File: src/rtl/fir_tap_sequencer.sv
// Sequences one FIR dot product per accepted sample: a delay line and coefficient bank feed an external MAC.
// Latency: accept in cycle 0, mac_load in cycle 1, TAPS MAC cycles, result_valid in cycle TAPS+2, ready again in TAPS+3.
// Backpressure: in_ready is high only in IDLE; in_valid while busy is ignored and the source must hold its sample.
module fir_tap_sequencer #(
  parameter int W    = 8,
  parameter int TAPS = 8,
  parameter int AW   = 3
) (
  input  logic          clk,
  input  logic          clear_n,
  input  logic          in_valid,
  input  logic [W-1:0]  in_sample,
  output logic          in_ready,
  input  logic          coef_wr_en,
  input  logic [AW-1:0] coef_wr_addr,
  input  logic [W-1:0]  coef_wr_data,
  output logic [W-1:0]  mac_a,
  output logic [W-1:0]  mac_b,
  output logic          mac_load,
  output logic          mac_clear,
  output logic          result_valid,
  output logic          busy
);

  localparam logic [1:0] S_IDLE  = 2'd0;
  localparam logic [1:0] S_PRIME = 2'd1;
  localparam logic [1:0] S_MAC   = 2'd2;
  localparam logic [1:0] S_DONE  = 2'd3;

  logic [1:0]    state_q, state_d;
  logic [AW-1:0] k_q, k_d;
  logic [AW-1:0] wptr_q, wptr_d;
  logic [W-1:0]  dline_q [TAPS];
  logic [W-1:0]  dline_d [TAPS];
  logic [W-1:0]  coef_q  [TAPS];
  logic [W-1:0]  coef_d  [TAPS];
  logic          mac_clear_q, mac_clear_d;
  logic [AW-1:0] rd_idx;

  // Newest sample sits at wptr; tap k reads k samples back. TAPS is a power
  // of two, so the AW-bit subtraction wraps modulo TAPS on its own.
  assign rd_idx = wptr_q - k_q;

  // Next-state: FSM sequencing, sample capture and IDLE-only coefficient writes.
  always_comb begin
    state_d     = state_q;
    k_d         = k_q;
    wptr_d      = wptr_q;
    dline_d     = dline_q;
    coef_d      = coef_q;
    mac_clear_d = ~clear_n;
    case (state_q)
      S_IDLE: begin
        // A write landing with an accept is visible by the first MAC cycle.
        if (coef_wr_en) coef_d[coef_wr_addr] = coef_wr_data;
        if (in_valid) begin
          dline_d[wptr_q] = in_sample;
          state_d         = S_PRIME;
        end
      end
      S_PRIME: begin
        k_d     = '0;
        state_d = S_MAC;
      end
      S_MAC: begin
        k_d = k_q + 1'b1;
        if (k_q == AW'(TAPS - 1)) state_d = S_DONE;
      end
      default: begin
        wptr_d  = wptr_q + 1'b1;
        state_d = S_IDLE;
      end
    endcase
  end

  // State registers; clear_n wipes the run, both memories and the pointers.
  always_ff @(posedge clk) begin
    if (!clear_n) begin
      state_q <= S_IDLE;
      k_q     <= '0;
      wptr_q  <= '0;
      for (int i = 0; i < TAPS; i++) begin
        dline_q[i] <= '0;
        coef_q[i]  <= '0;
      end
    end else begin
      state_q <= state_d;
      k_q     <= k_d;
      wptr_q  <= wptr_d;
      dline_q <= dline_d;
      coef_q  <= coef_d;
    end
  end

  // Accumulator clear tracks the sampled reset level, one cycle behind it.
  always_ff @(posedge clk) begin
    mac_clear_q <= mac_clear_d;
  end

  // Outputs decode from state only; operands are zero outside MAC so the
  // downstream accumulator holds its value.
  always_comb begin
    in_ready     = (state_q == S_IDLE);
    busy         = (state_q != S_IDLE);
    mac_load     = (state_q == S_PRIME);
    result_valid = (state_q == S_DONE);
    mac_clear    = mac_clear_q;
    mac_a        = '0;
    mac_b        = '0;
    if (state_q == S_MAC) begin
      mac_a = dline_q[rd_idx];
      mac_b = coef_q[k_q];
    end
  end

endmodule
File: config.mk
export PLATFORM = sky130hd
export DESIGN_NAME = fir_tap_sequencer
export DESIGN_NICKNAME = d
export VERILOG_FILES = /design/src/rtl/fir_tap_sequencer.sv
export SDC_FILE = /design/constraint.sdc
export NUM_CORES = 1
export LEC_CHECK = 0
export CAP_MARGIN = 20
export CORE_ASPECT_RATIO = 0.8
export CORE_UTILIZATION = 55
export DETAILED_ROUTE_END_ITERATION = 6
export PLACE_DENSITY = 0.76
export SYNTH_ARGS = -nofsm -noshare
export SYNTH_HDL_FRONTEND = slang
export SYNTH_SLANG_ARGS = --single-unit
File: constraint.sdc
create_clock -name clk -period 8.9 [get_ports clk]
set_input_delay 2.225 -clock clk [delete_from_list [all_inputs] [get_ports clk]]
set_output_delay 2.225 -clock clk [all_outputs]
set_load 0.02 [all_outputs]
==> results of run 1 <==
## worst max-delay path, delay by kind of cell, from the launching register on
kind | cells | cell delay (ps)
adders and majority gates | 1 | 1090
buffers and inverters | 2 | 740
DFF | 1 | 930
muxes | 2 | 620
and+or+nand+nor | 1 | 80
## final cells by class
type	instances	area, µm²	share of cell area [%]
clock buffers	20	436.7	5.786
clock inverters	10	152.6	2.023
inverters	7	27.53	0.3647
multi-input cells	508	3420	45.31
flip-flops and latches	137	2743	36.34
well taps	148	185.2	2.454
repair buffers	54	583.1	7.725
## layer usage
metal / vias to the layer above / routed length [µm]
li1: 2655 / -
met1: 2798 / 7547
met2: 325 / 8059
met3: 27 / 1650
met4: 0 / 208
met5: - / 0
## per-stage QoR
| stage | std cells | area (µm²) |
|---|---|---|
| final | 884 | 7547 |
| after global routing | 884 | 7547 |
| after CTS | 879 | 7463 |
| after detailed placement | 849 | 6874 |
| after global placement | 847 | 6835 |
| after floorplan | 749 | 6648 |
## worst paths after layout
kind | to
setup reg to reg | dline_q[59]
hold / removal | dline_q[62]
hold reg to reg | dline_q[62]
setup / recovery | mac_a[4]
## flip-flops by register name, summed over array words and instances (netlist names)
register,flops
state_q,2
k_q,3
coef_q,64
wptr_q,3
mac_clear,1
dline_q,64
## cells in the final DEF (no fill, tap or decap), types with 2 or more instances in the layout
cell / n
dfxtp_1: 137
a21oi_1: 133
nand3_1: 132
o21ai_0: 120
clkdlybuf4s50_1: 43
mux4_2: 24
nor2b_1: 19
mux2i_1: 17
clkbuf_16: 17
o21ai_1: 10
ha_1: 9
mux4_1: 8
inv_1: 6
clkinv_2: 6
nand2b_1: 6
nor2_1: 5
nand3b_1: 4
bufinv_16: 4
buf_4: 4
nand2_1: 3
and3b_2: 3
clkbuf_1: 3
buf_8: 3
and3_2: 2
and2_1: 2
buf_6: 2
buf_16: 2
## cell families (layout without fill, tap and decap cells)
logic type	after synthesis	count (layout)
AO/OA/AOI/OAI	263	263
XOR/XNOR	3	3
AND/OR/NAND/NOR	183	183
adder cells (fa/ha/maj)	10	10
multiplexers	49	49
buffers and inverters	104	91
flip-flops	137	137
## power groups by stage
stage / Clock [µW] / Combinational (µW) / Sequential [µW]
floorplan: 0 / 304 / 663
global placement: 0 / 367 / 667
detailed placement: 0 / 386 / 669
CTS: 721 / 387 / 657
global route: 747 / 430 / 660
finish: 719 / 404 / 657
==> results.json, run 1 <==
{
  "end_kind": "primary output",
  "r2r_cells": 6,
  "clock_sinks": 137,
  "track_usage_pct": 28.54,
  "synth_fa_ha_area_share_pct": 1.995,
  "num_io_pins": 44,
  "worstPathArrival_ps": 3850,
  "met2_usage_pct": 44.99,
  "placementRows": 35,
  "setup_violations": 0,
  "grt_overflow": 0,
  "timing.final.ws_setup_ps": 2820,
  "die_y_um": 100.3,
  "min_path_cells": 2,
  "p_sw_uw": 529.7,
  "ant_nets": 0,
  "avgSynthCellArea_um2": 8.875,
  "synthTopCellsByArea": "dfxtp_1 (41%), a21oi_1 (10%), nand3_1 (9.9%), o21ai_0 (9.0%), mux4_2 (8.1%)",
  "dr.pass1.iters": 7,
  "syn-cell-area_mm2": 0.006648,
  "max_stage_delay_ps": 1090,
  "n_fill_cell": 880,
  "synth_edf_count": 0,
  "ys_async_sr_fraction_pct": 0,
  "vias": 5805,
  "grt.busiest_layer": "met2",
  "cts_tree": "yes",
  "cap_viol_max_count": 0,
  "p_int_uw": 1251,
  "nets": 758,
  "reg2reg_slack_ps": 6590,
  "crit_fanout": 19,
  "period_needed_ps": 6080,
  "synth_top_area_share_pct": 41.26,
  "p_clk_share_pct": 40.4,
  "min_from": "dline_q[62]",
  "dieArea_mm2": 0.01253,
  "drt-vias-per-instance": 6.567,
  "cts_root_buf": "clkbuf_16",
  "drive_gt1_share_pct": 10.05,
  "port_buffers": 43,
  "peakVddDrop_mv": 0.1687,
  "htree_levels": 4,
  "swShare_pct": 29.75,
  "power_frac_seq_pct": 36.9,
  "start_util_pct": 57.07,
  "dpl.hpwl_mm": 10.49,
  "drc": 4,
  "grt_antenna_before_repair": 0,
  "synth-xor-area-share_pct": 0.6023,
  "yosys.cell_count.top_type": "dfxtp_1",
  "gp_congestion": 0.8063,
  "die_w_um": 124.9,
  "cts_setup_buffers": 0,
  "antenna_cells": 0,
  "synth_nets": 782,
  "grt_max_degree": 115,
  "fmax_ghz": 0.1645,
  "final.setup.tns_ps": 0,
  "grt_pass1_wl_mm": 28.18,
  "cts_hold_buf": 0,
  "wl_per_cell_um": 19.76,
  "timing.hold.ws_ps": 472.5,
  "synth_top_family_by_area": "compound AO/OA/AOI/OAI gates",
  "hold_class": "reg2reg",
  "yosys.area_share.simple_pct": 15.15,
  "synth_cell_types": 34,
  "muxShareOfSynthArea_pct": 13.85,
  "synth_compound_area_share_pct": 19.80,
  "powerDensity_mw_per_mm2": 235.9,
  "ys_seq_area_share_pct": 41.26,
  "status": "finished with violations",
  "p_leak_uw": 0.002414,
  "grtUsageMet3_pct": 6.343,
  "slew_headroom_pct": 32.02,
  "post_cts_resized": 0,
  "hold_viol_final": 0,
  "clkTransAtPathRegs_ps": 60,
  "ys_ff_latch": 137,
  "synth_common_cells": "dfxtp_1 (137), a21oi_1 (133), nand3_1 (132), o21ai_0 (120), clkbuf_1 (62)",
  "final-max-slew-violation-count": 0,
  "rr_startpoint": "state_q[0]",
  "finalClockSkew_ps": 7.237,
  "core_area_mm2": 0.01165,
  "start_kind": "register",
  "synthToLayoutAreaGrowth_pct": 13.53,
  "final_util_pct": 64.79,
  "fin_crit_sh_pct": 68.31,
  "wirelength_mm": 17.47,
  "netlist_instances": 749,
  "use_met1_pct": 39.06,
  "yosysWarnings": 0,
  "dp_slack_ps": 3241,
  "crit_start": "k_q[1]",
  "crit_type": "reg2out",
  "grt_pass1_vias": 5524,
  "failed_checks": "DRC",
  "synth_ff_type": "dfxtp_1",
  "clock_latency_ps": 410,
  "cts_buffer_depth": 2,
  "total_power_uw": 1780,
  "combPwrFrac_pct": 22.7,
  "worst_slew_pin_slew_ps": 1017,
  "first_iter_violations": 769,
  "crit_path_top_delay_cell": "fa_1",
  "grt_setup_unrepaired": "false",
  "cts_made_buffers": 17,
  "path_cells": "inv_1 > fa_1 > mux4_2 > mux2i_1 > nor2b_1 > clkdlybuf4s50_1",
  "yosysTopAreaCell": "dfxtp_1",
  "required_ps": 6680
}
Power figures use the tool's default switching activity.
==> run 2, diff against run 1 <==
- clock period: 8.9 -> 5.7 ns (I/O delays scaled with it)
==> run 2 against run 1 <==
  * Combinational power up 56%
  * Clock power up 54%
  * Design area up 0.15%
  * Critical path depth up 1
  * Non-clock buffer count up 2
  * Hold slack better by 1.6 ps
  * Sequential power up 57%
  * Final cell count up 0.45%
  * The flow still finishes with violations (DRC)
  * Highest routed layer unchanged
==> results.json, run 2 (same netlist as run 1, synthesis figures left out) <==
{
  "powerDensity_mw_per_mm2": 366.0,
  "fin_crit_sh_pct": 85.25,
  "start_util_pct": 57.07,
  "cpLargestDelayFamily": "adder cells",
  "total_power_uw": 2767,
  "vias": 5866,
  "cts_root_buf": "clkbuf_16",
  "status": "finished with violations",
  "n_fill_cell": 905,
  "dieArea_mm2": 0.01253,
  "instances_no_fill": 888,
  "port_buffers": 43,
  "dr.pass1.iters": 7,
  "grt_antenna_before_repair": 0,
  "die_w_um": 124.9,
  "cts_made_buffers": 17,
  "placementRows": 35,
  "crit_start": "k_q[1]",
  "track_usage_pct": 29.84,
  "final_cell_mix": "dfxtp_1 (137), a21oi_1 (133), nand3_1 (132)",
  "ant_nets": 0,
  "nets": 760,
  "path_cells": "buf_4 > inv_1 > fa_1 > mux4_2 > mux2i_1 > nor2b_1 > clkdlybuf4s50_1",
  "rr_startpoint": "state_q[0]",
  "hold_class": "reg2reg",
  "cts_hold_buf": 0,
  "wl_per_cell_um": 20.24,
  "grt_setup_unrepaired": "false",
  "crit_buf_inv": 3,
  "cts_buffer_depth": 2,
  "top_regs": "coef_q x64, dline_q x64",
  "wirelength_mm": 17.97,
  "worst_slew_pin_slew_ps": 1065,
  "seq_area_mm2": 0.002743,
  "failed_checks": "DRC",
  "min_from": "dline_q[20]",
  "num_io_pins": 44,
  "gp_congestion": 0.8081,
  "post_cts_resized": 0,
  "period_needed_ps": 4859,
  "core_area_mm2": 0.01165,
  "worstPathArrival_ps": 3430,
  "first_iter_violations": 895,
  "final-max-slew-violation-count": 0,
  "p_leak_uw": 0.002416,
  "finalClockSkew_ps": 10.06,
  "cap_viol_max_count": 0,
  "clock_sinks": 137,
  "end_kind": "primary output",
  "slew_headroom_pct": 28.81,
  "start_kind": "register",
  "synthToLayoutAreaGrowth_pct": 13.70,
  "setup_violations": 0,
  "drive_gt1_share_pct": 10.95,
  "crit_type": "reg2out",
  "grt_max_degree": 84,
  "fmax_ghz": 0.2058,
  "drc": 5,
  "dp.cells": 851,
  "dpl.hpwl_mm": 10.65,
  "final.setup.tns_ps": 0,
  "cts_setup_buffers": 0,
  "clock_latency_ps": 420,
  "cts_tree": "yes",
  "required_ps": 4280,
  "mostFrequentLayoutCell": "dfxtp_1",
  "grt_pass1_vias": 5583,
  "die_y_um": 100.3,
  "htree_levels": 4,
  "crit_path_top_delay_cell": "fa_1",
  "clkTransAtPathRegs_ps": 60,
  "max_stage_delay_ps": 1050,
  "peakVddDrop_mv": 0.2960,
  "hold_viol_final": 0,
  "drt-vias-per-instance": 6.606,
  "antenna_cells": 0,
  "crit_fanout": 19,
  "grt_pass1_wl_mm": 28.90,
  "grt_overflow": 0,
  "multi_input_area_mm2": 0.003420
}
[run 2: worst paths after layout]
check / to / slack, ps / cells past startpoint
setup / recovery: mac_a[2] / 840 / 7
hold / removal: dline_q[20] / 470 / 2
setup reg to reg: dline_q[43] / 3320 / 6
hold reg to reg: dline_q[20] / 470 / 2
[run 2: layer usage]
layer / routed length, µm / track usage (%)
met1: 7264 / 39.37
met2: 8442 / 46.89
met3: 1904 / 7.090
met5: 0 / 0
met4: 361 / 13.88
[run 2: per-stage QoR]
| step | utilization (%) | setup slack (ps) | hold WS [ps] | area [µm²] |
|---|---|---|---|---|
| floorplan | - | 1938 | 448.8 | 6648 |
| global placement | 58.87 | 1426 | 456.8 | 6858 |
| detailed placement | 59.11 | 1325 | 462.5 | 6885 |
| CTS | 64.23 | 848.9 | 470.2 | 7482 |
| global route | 64.89 | 718.9 | 496.4 | 7559 |
| finish | 64.89 | 840.9 | 474.1 | 7559 |
[run 2: cell type report]
type,count,area share [%]
Clock buffer,18,5.810
Sequential cell,137,36.29
Timing Repair Buffer,56,7.764
Clock inverter,14,2.086
Tap cell,148,2.450
Multi-Input combinational cell,508,45.24
Inverter,7,0.3642
[run 2: where the power goes]
group          internal [µW]  switching [µW]  total, µW
sequential               997            28.0       1030
clock                    664             444       1110
combinational            232             401        632
total                   1890             873       2770
[run 2: worst register-to-register path, stage by stage, from the launching register on]
cell     delay, ps
dfxtp_1        350
inv_1          100
ha_1           590
nand3_1        560
buf_8          340
o21ai_0        230
a21oi_1        100
